--- src/rtl/pic_pkg.sv ---
// pic_pkg: shared widths and cascade role encoding for the 8259A-compatible PIC
package pic_pkg;
  localparam int ID_W = 3;
  localparam int ICW3_W = 8;
  typedef enum logic [1:0] {ROLE_SINGLE, ROLE_MASTER, ROLE_SLAVE} role_t;
endpackage

--- src/rtl/cascade_mode_decode.sv ---
// cascade_mode_decode: resolves single/master/slave role from ICW1.SNGL, ICW4.BUF, ICW4.M/S and the SP/EN pin
module cascade_mode_decode import pic_pkg::*; (
  input  logic  single_or_cascade_config,
  input  logic  buffered_mode_config,
  input  logic  buffered_master_or_slave_config,
  input  logic  slave_program,
  output role_t role,
  output logic  cascade_slave,
  output logic  cascade_io
);
  logic is_master;
  always_comb begin
    is_master = buffered_mode_config ? buffered_master_or_slave_config : slave_program;
    role = single_or_cascade_config ? ROLE_SINGLE : (is_master ? ROLE_MASTER : ROLE_SLAVE);
    cascade_slave = (role == ROLE_SLAVE);
    cascade_io = (role == ROLE_MASTER);
  end
endmodule

--- src/rtl/cascade_signals.sv ---
// cascade_signals: cascade-bus controller; drives or matches CAS2..0 and decides who supplies the INTA 2/3 vector
// Ports: clock/reset (async active-high), ICW/SP config inputs, cascade_id (CAS pins in), acknowledge_level,
//   acknowledge_interrupt (first INTA strobe), control_state (INTA 2/3 in progress); outputs role flags,
//   cascade_slave_enable, interrupt_from_slave_device, cascade_output_ack_2_3, cascade_out (CAS pins out).
// Build option: define CASCADE_ACK_LATCH_EN to latch CAS/slave-enable at the first INTA strobe;
//   otherwise everything is combinational with zero latency.
module cascade_signals import pic_pkg::*; (
  input  logic              clock,
  input  logic              reset,
  input  logic              single_or_cascade_config,
  input  logic              buffered_mode_config,
  input  logic              buffered_master_or_slave_config,
  input  logic              slave_program,
  input  logic [ICW3_W-1:0] cascade_device_config,
  input  logic [ID_W-1:0]   cascade_id,
  input  logic [ID_W-1:0]   acknowledge_level,
  input  logic              acknowledge_interrupt,
  input  logic              control_state,
  output logic              cascade_slave,
  output logic              cascade_io,
  output logic              cascade_slave_enable,
  output logic              interrupt_from_slave_device,
  output logic              cascade_output_ack_2_3,
  output logic [ID_W-1:0]   cascade_out
);
  role_t role;
  logic id_match;
  cascade_mode_decode u_decode (
    .single_or_cascade_config        (single_or_cascade_config),
    .buffered_mode_config            (buffered_mode_config),
    .buffered_master_or_slave_config (buffered_master_or_slave_config),
    .slave_program                   (slave_program),
    .role                            (role),
    .cascade_slave                   (cascade_slave),
    .cascade_io                      (cascade_io)
  );
  assign interrupt_from_slave_device = cascade_io & cascade_device_config[acknowledge_level];
  assign id_match = (cascade_id == cascade_device_config[ID_W-1:0]);
`ifdef CASCADE_ACK_LATCH_EN
  role_t role_q;
  logic [ID_W-1:0] out_q;
  logic slave_en_q;
  logic from_slave_q;
  // A role change discards any sequence state latched under the previous role.
  always_ff @(posedge clock or posedge reset) begin
    if (reset) begin
      role_q <= ROLE_SINGLE;
      out_q <= '0;
      slave_en_q <= 1'b0;
      from_slave_q <= 1'b0;
    end else if (role != role_q) begin
      role_q <= role;
      out_q <= '0;
      slave_en_q <= 1'b0;
      from_slave_q <= 1'b0;
    end else if (acknowledge_interrupt && !control_state) begin
      out_q <= interrupt_from_slave_device ? acknowledge_level : '0;
      slave_en_q <= cascade_slave & id_match;
      from_slave_q <= interrupt_from_slave_device;
    end else if (!control_state) begin
      out_q <= '0;
      slave_en_q <= 1'b0;
      from_slave_q <= 1'b0;
    end
  end
  always_comb begin
    cascade_out = cascade_io ? out_q : '0;
    cascade_slave_enable = cascade_slave & slave_en_q;
    cascade_output_ack_2_3 = (role == ROLE_SINGLE) ? 1'b1 :
                             (role == ROLE_MASTER) ? ~from_slave_q : cascade_slave_enable;
  end
`else
  logic unused_clk_rst;
  assign unused_clk_rst = clock & reset;
  always_comb begin
    cascade_out = (interrupt_from_slave_device & (acknowledge_interrupt | control_state)) ? acknowledge_level : '0;
    cascade_slave_enable = cascade_slave & id_match;
    cascade_output_ack_2_3 = (role == ROLE_SINGLE) ? 1'b1 :
                             (role == ROLE_MASTER) ? ~interrupt_from_slave_device : cascade_slave_enable;
  end
`endif
endmodule

--- config.mk ---
export PLATFORM = sky130hd
export DESIGN_NAME = cascade_signals
export DESIGN_NICKNAME = d
export VERILOG_FILES = /design/src/rtl/pic_pkg.sv /design/src/rtl/cascade_mode_decode.sv /design/src/rtl/cascade_signals.sv
export SDC_FILE = /design/constraint.sdc
export NUM_CORES = 1
export LEC_CHECK = 0
export BUFFER_PORTS_ARGS = -buffer_cell sky130_fd_sc_hd__buf_2
export CORE_AREA = 2 2 39 41
export DETAILED_ROUTE_END_ITERATION = 7
export DIE_AREA = 0 0 41 43
export GPL_ROUTABILITY_DRIVEN = 0
export PLACE_DENSITY = 0.59
export SLEW_MARGIN = 15
export SYNTH_ARGS = -nofsm -noshare
export SYNTH_HDL_FRONTEND = slang
export SYNTH_SLANG_ARGS = --single-unit
--- constraint.sdc ---
create_clock -name vclk -period 1.2
set_input_delay 0.12 -clock vclk [all_inputs]
set_output_delay 0.12 -clock vclk [all_outputs]
set_load 0.05 [all_outputs]
==> results of run 1 <==
per-stage QoR:
| stage | util [%] | hold WS, ps |
|---|---|---|
| final | 43.6 | 630 |
| after global routing | 43.6 | 646 |
| after CTS | 40.9 | 632 |
| after detailed placement | 36.0 | 679 |
| after global placement | 36.0 | 678 |
| after floorplan | - | 341 |
critical path, cell delays in order:
cell     delay [ps]
buf_8            80
mux4_2          510
mux2i_4         210
buf_6           150
nor2_2           40
buf_6           150
cells by family (layout without fill, tap and decap cells):
family	after synthesis	in the layout	share of synthesized area [%]
AND/OR/NAND/NOR	11	11	25.6
multiplexers	5	5	50.6
XOR/XNOR	3	3	11.9
buffers and inverters	3	40	5.11
AO/OA/AOI/OAI	1	1	6.82
power by group through the flow:
stage          clock [mW]  sequential [mW]  combinational (mW)
2_1_floorplan           0                0               0.152
3_3_place_gp            0                0               0.241
3_5_place_dp            0                0               0.243
4_1_cts                 0                0               0.273
5_1_grt                 0                0               0.305
6_report                0                0               0.286
final cells by class:
type | count | area [sq um]
fillers | 145 | 781
inverters | 3 | 11.3
multi-input cells | 20 | 290
well taps | 16 | 20.0
repair buffers | 37 | 282
synth_stat cells:
cell       number  share of area [%]
nor2b_1         1                2.8
or3_1           1                2.8
inv_1           3                5.1
a2bb2oi_2       1                6.8
mux2i_4         1                 10
or2_1           1                2.8
nor3_1          2                4.5
nor2_1          3                5.1
xnor2_1         3                 12
mux4_1          3                 36
nand3_1         1                2.3
mux2i_1         1                4.5
nor3b_1         1                3.4
nand2_1         1                1.7
cell usage in the layout (no fill, tap or decap), drive strengths merged:
master / instances
or3: 1
inv: 3
nand2: 1
nor2b: 1
nand3: 1
xnor2: 3
nor3b: 1
buf: 37
mux2i: 2
a2bb2oi: 1
nor3: 2
nor2: 3
mux4: 3
or2: 1
how the worst max path moves through the flow:
stage / from / endpoint / slack, ps / cells after the start
floorplan: buffered_mode_config / cascade_out[0] / -300 / 3
global placement: acknowledge_level[2] / cascade_output_ack_2_3 / -310 / 5
detailed placement: acknowledge_level[2] / cascade_output_ack_2_3 / -320 / 5
CTS: acknowledge_level[2] / interrupt_from_slave_device / -190 / 6
global route: acknowledge_level[2] / cascade_out[0] / -230 / 6
finish: acknowledge_level[2] / interrupt_from_slave_device / -180 / 6
what timing repair did:
| action | 4_1_cts | 5_1_grt |
|---|---|---|
| resized for setup | 22 | 6 |
| setup endpoints to repair | 7 | 7 |
| pin swaps | 6 | 3 |
| buffers inserted | 0 | 0 |
metal layers:
layer / routed length, microns / global-route usage [%] / part of all wire (%) / up-vias
li1: - / - / - / 160
met1: 233 / 10.4 / 36 / 132
met2: 353 / 15.6 / 54 / 19
met3: 62 / 0 / 9.6 / 0
met4: 0 / 0 / 0 / 0
met5: 0 / 0 / 0 / -
==> impl_metrics.csv, run 1 <==
group,metric,value,unit
final_layout,design.seq.count,0,
critical_path,path_class,"input port to output pin",
synth,syn_inst,23,
final_layout,nClkBuffers,0,
sta,drv_slew,0,
final_layout,postLayoutCellArea,603,sq um
sta,rsz0062_at_grt,"yes",
sta,setup_tns,-697,ps
floorplan,io_pins,30,
global_route,gr-total-overflow,0,
routing,wirelength,649,microns
sta,fmax,725,MHz
routing,drt.antenna.violating_nets,0,
hold_path,min_from,"single_or_cascade_config",
power_and_ir_drop,power,0.286,mW
power_and_ir_drop,internal_power,0.150,mW
floorplan,num_rows,14,
placed_design,dpl.cell_count,76,
run_status,status,"finished, violations left",
hold_path,hold_depth,4,
critical_path,critPathRequiredTime,1080,ps
critical_path,startpoint_type,"input port",
critical_path,worst_ep_arrival_time,1260,ps
power_and_ir_drop,clockPowerShare,0,%
power_and_ir_drop,vdd_ir_drop_max,0.196,mV
routing,drc_errors,0,
sta,finalCritPeriodShare,115,%
critical_path,crit_fanout,3,
final_layout,seqCellArea,0,sq um
floorplan,core,1380,sq um
synth,syn_avg_cell_area,9.57,sq um
global_route,grt_max_degree,4,
global_route,grt_pass1_vias,295,
synth,yosys_warnings,0,
power_and_ir_drop,switching_share,47.6,%
power_and_ir_drop,power_switching,0.136,mW
floorplan,dieArea,1760,sq um
synth,syn-cell-area,220,sq um
global_route,grt_pass1_wl,1090,microns
routing,dr.pass1.iters,1,
global_route,antenna_found_initial,0,
placed_design,postPlaceCellArea,498,sq um
sta,worst_pin_slew,250,ps
routing,vias_per_cell,4.09,
floorplan,die_y,43,microns
final_layout,nNetsFinal,84,
sta,finalSetupViolations,4,
sta,slew_headroom,83.5,%
global_route,grt_usage,8.25,%
final_layout,syn_to_final_growth,174,%
final_layout,final_cell_count_no_fill,76,
synth,yosysUniqueCellTypes,14,
routing,wl_per_cell,8.54,microns
synth,yosysSeqAreaShare,0,%
cts,hold_buffers,0,
hold_path,hp-class,"input port to output pin",
final_layout,diodes,0,
synth,synth_nets,45,
run_status,violations,"negative setup slack",
power_and_ir_drop,seqPwrFrac,0,%
placed_design,dp_worst_setup_slack,-319,ps
power_and_ir_drop,leakagePower,0.284,nW
power_and_ir_drop,p_per_area,475,nW/um^2
routing,dr_total_vias,311,
hold_path,hold-path-endpoint,"cascade_slave_enable",
critical_path,end_kind,"output pin",
placed_design,hpwl,609,microns
job,cap_violations,0,
sta,setup_ws,-179,ps
floorplan,die_w,41,microns
sta,fin_crit,1380,ps
sta,hold_viol_final,0,
routing,drt_iter0_markers,0,
final_layout,drive_gt1_share,91.7,%
power_and_ir_drop,combinationalPowerShare,100.0,%
placed_design,port_buffers,28,
floorplan,initial_utilization,15.9,%
Power figures use the tool's default switching activity.
==> run 2, diff against run 1 <==
--- a/config.mk
+++ b/config.mk
@@ -5,12 +5,13 @@
 export SDC_FILE = /design/constraint.sdc
 export NUM_CORES = 1
 export LEC_CHECK = 0
+export ABC_AREA = 1
 export BUFFER_PORTS_ARGS = -buffer_cell sky130_fd_sc_hd__buf_2
 export CORE_AREA = 2 2 39 41
 export DETAILED_ROUTE_END_ITERATION = 7
 export DIE_AREA = 0 0 41 43
 export GPL_ROUTABILITY_DRIVEN = 0
-export PLACE_DENSITY = 0.59
+export PLACE_DENSITY = 0.64
 export SLEW_MARGIN = 15
 export SYNTH_ARGS = -nofsm -noshare
 export SYNTH_HDL_FRONTEND = slang
==> run 2 against run 1 <==
- the flow now finishes without violations
- synthesized cell count up 110%
- count of clock-buffer cells in the layout is the same
- total power down 25%
- routed wire length rose by 14%
- critical path type unchanged
- core utilization down 6.9 points
- combinational power is 24% lower
- setup slack better by 270 ps
- die area is the same
==> impl_metrics.csv, run 2 <==
group,metric,value,unit
synth,yosysUniqueCellTypes,14,
synth,synth_top_cell_area_share,19.4,%
placed_design,hpwl,639,microns
routing,wl_per_cell,7.94,microns
final_layout,nNetsFinal,101,
sta,setup_tns,0,ps
sta,drv_slew,0,
final_layout,fillers,153,
floorplan,io_pins,30,
sta,hold_viol_final,0,
critical_path,startpoint_type,"input port",
critical_path,worstPathCellList,"buf_2 > o21ai_4 > and2_4 > nand2_1 > clkinvlp_4 > buf_4",
job,cap_violations,0,
floorplan,die_y,43,microns
placed_design,port_buffers,28,
critical_path,worst_ep_arrival_time,990,ps
sta,slew_headroom,83.4,%
final_layout,final_cell_count_no_fill,93,
synth,yosys.area.top_type,"nand2_1",
global_route,grt_usage,7.89,%
global_route,grt_max_degree,7,
routing,dr.pass1.iters,2,
synth,synth_top_family_by_area,"simple AND/OR/NAND/NOR gates",
power_and_ir_drop,seqPwrFrac,0,%
critical_path,worst-path-buf-inv,3,
routing,drt_iter0_markers,2,
synth,synthTopCellsByCount,"nand2_1 (14), inv_1 (9), nor2_1 (5)",
hold_path,hp-class,"input port to output pin",
run_status,status,"finished clean",
synth,synth_nets,71,
synth,yosys.area_share.adder,0,%
power_and_ir_drop,clockPowerShare,0,%
synth,yosys_warnings,0,
routing,drc_errors,0,
global_route,grt_pass1_vias,313,
synth,yosysSeqAreaShare,0,%
final_layout,design.seq.count,0,
synth,syn-cell-area,272,sq um
power_and_ir_drop,vdd_ir_drop_max,0.117,mV
power_and_ir_drop,leakagePower,0.295,nW
floorplan,initial_utilization,19.6,%
global_route,antenna_found_initial,0,
synth,synth_most_common_cell,"nand2_1",
power_and_ir_drop,internal_power,0.0854,mW
critical_path,end_kind,"output pin",
power_and_ir_drop,p_per_area,425,nW/um^2
floorplan,dieArea,1760,sq um
routing,drt.antenna.violating_nets,0,
final_layout,diodes,0,
final_layout,nClkBuffers,0,
global_route,grt_pass1_wl,1080,microns
synth,synth_area_leaders,"nand2_1 (19%), nand3_2 (15%), inv_1 (12%)",
routing,vias_per_cell,4.02,
power_and_ir_drop,combinationalPowerShare,100.0,%
critical_path,slowest_stage,"o21ai_4",
synth,synthXorXnorAreaFrac,9.68,%
critical_path,cpLargestDelayFamily,"buffers and inverters",
final_layout,final_cell_mix,"buf_2 (21), nand2_1 (12), inv_1 (8), nand3_2 (5), inv_2 (4)",
sta,fmax,901,MHz
routing,wirelength,738,microns
final_layout,seqCellArea,0,sq um
synth,syn_inst,49,
floorplan,num_rows,14,
critical_path,cp_slowest_stage_delay,210,ps
critical_path,critPathRequiredTime,1080,ps
sta,whs,640,ps
sta,finalSetupViolations,0,
synth,yosys.area_share.simple,65.0,%
floorplan,die_w,41,microns
synth,synth_compound_area_share,7.37,%
final_layout,final_common_cell,"buf_2",
sta,fin_crit,1110,ps
synth,syn_avg_cell_area,5.54,sq um
final_layout,drive_gt1_share,63.6,%
final_layout,syn_to_final_growth,87.1,%
global_route,gr-total-overflow,0,
sta,finalCritPeriodShare,92.4,%
synth,synth_mux_area_share,0,%
routing,dr_total_vias,374,
critical_path,path_class,"input port to output pin",
critical_path,crit_fanout,2,
placed_design,dpl.cell_count,93,
floorplan,core,1380,sq um
cts,hold_buffers,0,
power_and_ir_drop,power_switching,0.130,mW
sta,worst_pin_slew,251,ps
power_and_ir_drop,switching_share,60.4,%
run 2: changes by cell type after synthesis, sizes merged, moves of 3 or more:
cell / previous run / this run
inv: 3 / 13
mux4: 3 / 0
nand2: 1 / 14
nand3: 1 / 7
nor2: 3 / 6
xnor2: 3 / 0
xor2: 0 / 3
run 2: worst min-delay path: stages:
cell and delay [ps]:
buf_2 130, inv_1 80, nor2_2 50, buf_6 140
run 2: kinds of logic (layout without fill, tap and decap cells):
kind of cell / count (synthesis) / after routing
XOR/XNOR: 3 / 3
buffers and inverters: 13 / 41
AND/OR/NAND/NOR: 31 / 31
AO/OA/AOI/OAI: 2 / 2
run 2: worst paths after layout:
path / start / to / slack [ps] / cells past startpoint
worst max-delay path: slave_program / cascade_slave_enable / 90 / 6
worst min-delay path: acknowledge_level[1] / cascade_out[1] / 640 / 4
run 2: final cells by class:
type	count	area [sq um]	share of cell area, %
Inverter	13	52.6	10.3
Multi-Input combinational cell	36	259	51.0
Tap cell	16	20.0	3.94
Timing Repair Buffer	28	176	34.7
run 2: power groups by stage:
stage,clock network [mW],registers [mW],logic (mW)
finish,0,0,0.216
global route,0,0,0.237
CTS,0,0,0.197
detailed placement,0,0,0.191
global placement,0,0,0.189
floorplan,0,0,0.128
run 2: stage by stage:
step / utilization [%] / setup WS, ps / area, sq um / total power [mW]
floorplan: - / -50.0 / 290 / 0.128
global placement: 32.5 / -40.2 / 450 / 0.189
detailed placement: 32.5 / -49.8 / 450 / 0.191
CTS: 33.5 / 11.4 / 463 / 0.197
global route: 36.7 / -1.79 / 508 / 0.237
finish: 36.7 / 90.7 / 508 / 0.216
run 2: per-layer routing:
metal	part of all wire, %	track usage, %
met1	40	10.8
met2	48	14.1
met3	11	0
met4	0	0
met5	0	0
run 2: what timing repair did:
| item | CTS | global route |
|---|---|---|
| hold endpoints to repair | 0 | 0 |
| pin swaps | 0 | 1 |
| resized for setup | 5 | 12 |
| setup endpoints to repair | 5 | 6 |
| setup buffers | 0 | 0 |
